File: config.mk
export PLATFORM = sky130hd
export DESIGN_NAME = layer_data_writer_flat
export DESIGN_NICKNAME = d
export VERILOG_FILES = /design/src/rtl/layer_data_writer_pkg.sv /design/src/rtl/layer_data_writer_if.sv /design/src/rtl/layer_data_writer.sv /design/src/flat_wrapper.sv
export SDC_FILE = /design/constraint.sdc
export NUM_CORES = 1
export LEC_CHECK = 0
export ABC_AREA = 1
export ABC_CLOCK_PERIOD_IN_PS = 2500
export CORE_ASPECT_RATIO = 0.6
export CORE_UTILIZATION = 45
export CTS_CLUSTER_SIZE = 30
export DETAILED_ROUTE_END_ITERATION = 12
export GPL_ROUTABILITY_DRIVEN = 0
export GPL_TIMING_DRIVEN = 0
export PLACE_DENSITY = 0.72
export REMOVE_ABC_BUFFERS = 1
export SETUP_SLACK_MARGIN = 0.05
export SYNTH_ARGS = -nofsm -noshare
export SYNTH_HDL_FRONTEND = slang
export SYNTH_SLANG_ARGS = --single-unit
File: constraint.sdc
create_clock -name clk_in -period 2.5 [get_ports clk_in]
set_input_delay 0.25 -clock clk_in [delete_from_list [all_inputs] [get_ports clk_in]]
set_output_delay 0.25 -clock clk_in [all_outputs]
set_load 0.03 [all_outputs]
File: src/rtl/layer_data_writer_pkg.sv
// Shared constants and types for the layer data writer: command bytes,
// FSM state encoding and default WS281x bit-timing counts.
package layer_pkg;

    localparam logic [7:0] CMD_CONF = 8'h2A;
    localparam logic [7:0] CMD_DATA = 8'h2C;

    localparam logic [7:0] T0H_DEF_C = 8'd15;
    localparam logic [7:0] T0L_DEF_C = 8'd40;
    localparam logic [7:0] T1H_DEF_C = 8'd40;
    localparam logic [7:0] T1L_DEF_C = 8'd15;

    typedef enum logic [1:0] {
        IDLE = 2'd0,
        CONF = 2'd1,
        DATA = 2'd2
    } state_t;

endpackage

File: src/rtl/layer_data_writer_if.sv
// Host byte stream in, layer-RAM write port and timing counts out.
// slave = the writer block, master = whoever feeds bytes and observes.
interface layer_data_writer_if;

    logic       byte_rdy_in;
    logic [7:0] byte_data_in;
    logic       dc_in;

    logic       wr_en_out;
    logic       wr_done_out;
    logic [5:0] wr_addr_out;
    logic [7:0] wr_data_out;
    logic [3:0] wr_byte_en_out;

    logic [7:0] t0h_cnt_out;
    logic [7:0] t0l_cnt_out;
    logic [7:0] t1h_cnt_out;
    logic [7:0] t1l_cnt_out;

    modport slave (
        input  byte_rdy_in, byte_data_in, dc_in,
        output wr_en_out, wr_done_out, wr_addr_out, wr_data_out, wr_byte_en_out,
        output t0h_cnt_out, t0l_cnt_out, t1h_cnt_out, t1l_cnt_out
    );

    modport master (
        output byte_rdy_in, byte_data_in, dc_in,
        input  wr_en_out, wr_done_out, wr_addr_out, wr_data_out, wr_byte_en_out,
        input  t0h_cnt_out, t0l_cnt_out, t1h_cnt_out, t1l_cnt_out
    );

endinterface

File: src/rtl/layer_data_writer.sv
// Layer data writer: parses command/data bytes into layer-RAM byte writes
// and WS281x bit-timing settings. Single flat FSM with counters.
// Optional: LAYER_DATA_WRITER_TIMING_CHECK_EN rejects timing sets that
// contain a zero count (outputs keep their previous values).
module layer_data_writer
    import layer_pkg::*;
#(
    parameter int         FRAME_BYTES = 256,
    parameter logic [7:0] T0H_DEF     = T0H_DEF_C,
    parameter logic [7:0] T0L_DEF     = T0L_DEF_C,
    parameter logic [7:0] T1H_DEF     = T1H_DEF_C,
    parameter logic [7:0] T1L_DEF     = T1L_DEF_C
) (
    input  logic                 clk_in,
    input  logic                 rst_in,
    layer_data_writer_if.slave   bus
);

    localparam logic [7:0] LAST_IDX = 8'(FRAME_BYTES - 1);

    state_t     state_q;
    logic [7:0] idx_q;
    logic [1:0] cfg_cnt_q;
    logic [7:0] sh_t0h_q, sh_t0l_q, sh_t1h_q;
    logic       done_pend_q;

    logic       wr_en_q, wr_done_q;
    logic [5:0] wr_addr_q;
    logic [7:0] wr_data_q;
    logic [3:0] wr_be_q;
    logic [7:0] t0h_q, t0l_q, t1h_q, t1l_q;

    // Completed timing set is acceptable for commit (4th byte arrives live).
    logic       cfg_ok;
`ifdef LAYER_DATA_WRITER_TIMING_CHECK_EN
    assign cfg_ok = (sh_t0h_q != 8'd0) && (sh_t0l_q != 8'd0) &&
                    (sh_t1h_q != 8'd0) && (bus.byte_data_in != 8'd0);
`else
    assign cfg_ok = 1'b1;
`endif

    // Command decode, config capture and frame write sequencing.
    always_ff @(posedge clk_in or posedge rst_in) begin
        if (rst_in) begin
            state_q     <= IDLE;
            idx_q       <= 8'd0;
            cfg_cnt_q   <= 2'd0;
            sh_t0h_q    <= 8'd0;
            sh_t0l_q    <= 8'd0;
            sh_t1h_q    <= 8'd0;
            done_pend_q <= 1'b0;
            wr_en_q     <= 1'b0;
            wr_done_q   <= 1'b0;
            wr_addr_q   <= 6'd0;
            wr_data_q   <= 8'd0;
            wr_be_q     <= 4'd0;
            t0h_q       <= T0H_DEF;
            t0l_q       <= T0L_DEF;
            t1h_q       <= T1H_DEF;
            t1l_q       <= T1L_DEF;
        end else begin
            // Strobes default low; done trails the final write by one cycle.
            wr_en_q     <= 1'b0;
            wr_done_q   <= done_pend_q;
            done_pend_q <= 1'b0;

            if (bus.byte_rdy_in) begin
                if (!bus.dc_in) begin
                    // Commands abort whatever is in progress.
                    case (bus.byte_data_in)
                        CMD_CONF: begin
                            state_q   <= CONF;
                            cfg_cnt_q <= 2'd0;
                        end
                        CMD_DATA: begin
                            state_q <= DATA;
                            idx_q   <= 8'd0;
                        end
                        default: state_q <= IDLE;
                    endcase
                end else begin
                    case (state_q)
                        CONF: begin
                            cfg_cnt_q <= cfg_cnt_q + 2'd1;
                            case (cfg_cnt_q)
                                2'd0: sh_t0h_q <= bus.byte_data_in;
                                2'd1: sh_t0l_q <= bus.byte_data_in;
                                2'd2: sh_t1h_q <= bus.byte_data_in;
                                default: begin
                                    // Publish all four counts in one edge.
                                    if (cfg_ok) begin
                                        t0h_q <= sh_t0h_q;
                                        t0l_q <= sh_t0l_q;
                                        t1h_q <= sh_t1h_q;
                                        t1l_q <= bus.byte_data_in;
                                    end
                                    state_q <= IDLE;
                                end
                            endcase
                        end
                        DATA: begin
                            wr_en_q   <= 1'b1;
                            wr_addr_q <= idx_q[7:2];
                            wr_be_q   <= 4'b1000 >> idx_q[1:0];
                            wr_data_q <= bus.byte_data_in;
                            if (idx_q == LAST_IDX) begin
                                done_pend_q <= 1'b1;
                                state_q     <= IDLE;
                            end else begin
                                idx_q <= idx_q + 8'd1;
                            end
                        end
                        default: ;  // IDLE ignores data bytes
                    endcase
                end
            end
        end
    end

    assign bus.wr_en_out      = wr_en_q;
    assign bus.wr_done_out    = wr_done_q;
    assign bus.wr_addr_out    = wr_addr_q;
    assign bus.wr_data_out    = wr_data_q;
    assign bus.wr_byte_en_out = wr_be_q;
    assign bus.t0h_cnt_out    = t0h_q;
    assign bus.t0l_cnt_out    = t0l_q;
    assign bus.t1h_cnt_out    = t1h_q;
    assign bus.t1l_cnt_out    = t1l_q;

endmodule

File: src/flat_wrapper.sv
// flat-port wrapper written by rule: the top's interface ports become plain ports
module layer_data_writer_flat import layer_pkg::*;
#(
    parameter int         FRAME_BYTES = 256,
    parameter logic [7:0] T0H_DEF     = T0H_DEF_C,
    parameter logic [7:0] T0L_DEF     = T0L_DEF_C,
    parameter logic [7:0] T1H_DEF     = T1H_DEF_C,
    parameter logic [7:0] T1L_DEF     = T1L_DEF_C
)
  (clk_in, rst_in, bus_byte_rdy_in, bus_byte_data_in, bus_dc_in, bus_wr_en_out, bus_wr_done_out, bus_wr_addr_out, bus_wr_data_out, bus_wr_byte_en_out, bus_t0h_cnt_out, bus_t0l_cnt_out, bus_t1h_cnt_out, bus_t1l_cnt_out);
  layer_data_writer_if bus_i ();
  input  logic clk_in;
  input  logic rst_in;
  input wire logic [$bits(bus_i.byte_rdy_in)-1:0] bus_byte_rdy_in;
  input wire logic [$bits(bus_i.byte_data_in)-1:0] bus_byte_data_in;
  input wire logic [$bits(bus_i.dc_in)-1:0] bus_dc_in;
  output wire logic [$bits(bus_i.wr_en_out)-1:0] bus_wr_en_out;
  output wire logic [$bits(bus_i.wr_done_out)-1:0] bus_wr_done_out;
  output wire logic [$bits(bus_i.wr_addr_out)-1:0] bus_wr_addr_out;
  output wire logic [$bits(bus_i.wr_data_out)-1:0] bus_wr_data_out;
  output wire logic [$bits(bus_i.wr_byte_en_out)-1:0] bus_wr_byte_en_out;
  output wire logic [$bits(bus_i.t0h_cnt_out)-1:0] bus_t0h_cnt_out;
  output wire logic [$bits(bus_i.t0l_cnt_out)-1:0] bus_t0l_cnt_out;
  output wire logic [$bits(bus_i.t1h_cnt_out)-1:0] bus_t1h_cnt_out;
  output wire logic [$bits(bus_i.t1l_cnt_out)-1:0] bus_t1l_cnt_out;
  assign bus_i.byte_rdy_in = bus_byte_rdy_in;
  assign bus_i.byte_data_in = bus_byte_data_in;
  assign bus_i.dc_in = bus_dc_in;
  assign bus_wr_en_out = bus_i.wr_en_out;
  assign bus_wr_done_out = bus_i.wr_done_out;
  assign bus_wr_addr_out = bus_i.wr_addr_out;
  assign bus_wr_data_out = bus_i.wr_data_out;
  assign bus_wr_byte_en_out = bus_i.wr_byte_en_out;
  assign bus_t0h_cnt_out = bus_i.t0h_cnt_out;
  assign bus_t0l_cnt_out = bus_i.t0l_cnt_out;
  assign bus_t1h_cnt_out = bus_i.t1h_cnt_out;
  assign bus_t1l_cnt_out = bus_i.t1l_cnt_out;
  layer_data_writer #(.FRAME_BYTES(FRAME_BYTES), .T0H_DEF(T0H_DEF), .T0L_DEF(T0L_DEF), .T1H_DEF(T1H_DEF), .T1L_DEF(T1L_DEF)) u_core (.clk_in(clk_in), .rst_in(rst_in), .bus(bus_i));
endmodule
==> summary.md <==
| Metric | Value |
|---|---|
| Drt pass-1 iters | 4 |
| Clock buffer depth | 2 |
| Routed WL | 7.94 mm |
| Area Growth Syn to Fin | 26.6% |
| Final worst path period share | 0.913 |
| Initial antenna violation count | 0 |
| Outcome | complete, no violations |
| Die area | 8830 sq um |
| CP cell instances | clkdlybuf4s50_1 -> nand2_2 -> inv_2 -> nand3_4 -> mux2_4 |
| Rows | 25 |
| Register bit total from synthesis | 89 |
| WHS | 246 ps |
| Largest net degree at the start of global routing | 68 |
| Synthesized netlist cell count | 369 |
| Worst setup SP type | primary input |
| Clock sink count | 89 |
| Setup bufs post-CTS | 0 |
| Remaining antenna violation count after routing | 0 |
| Most frequent cells in the layout | nand2_1, dfrtp_1, clkdlybuf4s50_1 |
| Drt drc | 0 |
| Clock skew | 8.19 ps |
| Detailed Place HPWL | 5.38 mm |
| Worst-skew pair later-pin latency | 330 ps |
| H-tree Lvls | 3 |
| Slew margin rel. | 0.339 |
| Hold_buf cts | 0 |
| Max Slew Vio Count | 0 |
| Tmin final | 2280 ps |
| Least-Margin Pin Slew | 991 ps |
| TritonCTS buffer count | 9 |
| Tot GR Track Use | 0.197 |
| Leak | 2.30 nW |
| Register area share after synthesis | 0.590 |
| DP Worst Slack | -78.1 ps |
| Post-cts sizing count | 0 |
| Layout cells sized above 1 | 0.142 |
| Final hold violation count | 0 |
| Synthesized area per cell | 10.3 sq um |
| Die Wd | 121 um |
| Max incr delay on CP | 850 ps |
| Layout Nets | 453 |
| Placed cell area | 4530 sq um |
| CTS root buffer | clkbuf_16 |
| Crit-path slowest cell | clkdlybuf4s50_1 |
| Post-DR vias/cell | 4.99 |
| Number of I/O pins | 64 |
| Most common cell after layout, fill and taps aside | nand2_1 |
| # Max-Cap Violations | 0 |
| Ant. Diodes | 0 |
| Post-synthesis cell type count | 20 |
| DR vias | 2,725 |
| CP required | 2710 ps |
| Final Instance Area | 4810 sq um |
| Unrepaired setup endpoints after global routing | false |
| CTS tree | yes |
| Peak supply drop | 0.371 mV |
| WL/cell | 14.5 um |
| Area of the mapped netlist | 3800 sq um |
| Type of the worst setup path | in2reg |
| Fmax | 438 MHz |
| Clock slew at reported path FFs | 70 ps |
| Capturing element type of the critical path | flip-flop |
| Core area | 8040 sq um |
| Port bufs | 63 |
| Synthesis Warnings | 0 |
| Reg-to-reg slack, setup | 540 ps |
| DR iter-0 viols | 273 |
| Vias in the first global route | 2,542 |
| First-pass GRT wire length | 13.1 mm |
| Worst-path fanout max | 40 |
| Pwr dens | 627 nW/um^2 |
| HP Class | in2async |
| Setup tns final | 0 ps |
| Layout Utilization | 0.598 |
| GR Overflow Total | 0 |
| CP arrival | 2490 ps |
| Initial core utilization | 0.473 |
| Final setup margin | 217 ps |
| Die extent in y | 73.2 um |
| Endpoints failing setup | 0 |
==> cell type report <==
type / count / area [sq um]
multi-input combinational: 242 / 1390
sequential: 89 / 2240
clock buffer: 10 / 229
clock inverter: 6 / 51.3
timing repair buffer: 64 / 658
inverter: 27 / 104
fill: 660 / 3230
tap: 108 / 135
==> per-layer routing <==
| metal | GRT usage | routed length, um | vias up |
|---|---|---|---|
| met2 | 0.287 | 3450 | 85 |
| li1 | - | - | 1318 |
| met1 | 0.291 | 3970 | 1314 |
| met3 | 0.0477 | 423 | 8 |
| met4 | 0.0576 | 90 | 0 |
| met5 | 0 | 0 | - |
==> path summary, 6_finish.rpt <==
| kind | from | end | cells after the start |
|---|---|---|---|
| min in group clk_in | u_core.done_pend_q$_DFF_PP0_ | u_core.bus.wr_done_out$_DFF_PP0_ | 0 |
| min reg2reg | u_core.done_pend_q$_DFF_PP0_ | u_core.bus.wr_done_out$_DFF_PP0_ | 0 |
| max reg2reg | u_core.state_q[1]$_DFFE_PP0P_ | u_core.bus.t1h_cnt_out[6]$_DFFE_PP0P_ | 3 |
| min | rst_in | u_core.bus.wr_addr_out[4]$_DFFE_PP0P_ | 2 |
| max | bus_dc_in | u_core.bus.t1h_cnt_out[6]$_DFFE_PP0P_ | 5 |
| max in group asynchronous | rst_in | u_core.bus.t1l_cnt_out[1]$_DFFE_PP1P_ | 3 |
==> metrics by stage <==
step           total power, mW  std cells
2_1_floorplan             1.68        358
3_3_place_gp              1.76        529
3_5_place_dp              1.78        530
4_1_cts                   3.03        546
5_1_grt                   3.14        546
6_report                  3.02        546
==> report_power, final <==
part           internal [mW]  switching (mW)
Sequential              1.48          0.0378
Combinational         0.0862           0.155
Clock                  0.690           0.572
==> cells in the mapped netlist <==
cell type,instances,area (sq um)
inv_1,26,97.6
mux2_4,24,360
nand3_2,4,40.0
nand3_4,1,17.5
nand2_1,110,413
ha_1,8,100
buf_6,3,33.8
dfrtp_1,77,1930
a21oi_1,4,20.0
inv_2,1,3.75
nand4_1,2,12.5
nor3_1,2,10.0
nor2_4,1,11.3
nand2_2,1,6.26
o21ai_0,53,265
dfstp_2,12,315
nor2_1,21,78.8
nor2_2,1,6.26
nand3_1,10,50.1
clkbuf_1,8,30.0
==> critical path: cells and delay by family <==
kind	cells	cell delay [ps]
mux	1	510
simple gates	2	700
buf+inv	2	1020
==> kinds of logic (layout without fill, tap and decap cells) <==
| family | after synthesis | after routing | share of synthesized area |
|---|---|---|---|
| flip-flops | 89 | 89 | 0.590 |
| AO/OA/AOI/OAI | 57 | 57 | 0.0751 |
| multiplexers | 24 | 24 | 0.0949 |
| adder cells (fa/ha/maj) | 8 | 8 | 0.0264 |
| buffers and inverters | 38 | 107 | 0.0435 |
| AND/OR/NAND/NOR | 153 | 153 | 0.170 |
No activity file was read; power rests on OpenSTA's default activity.
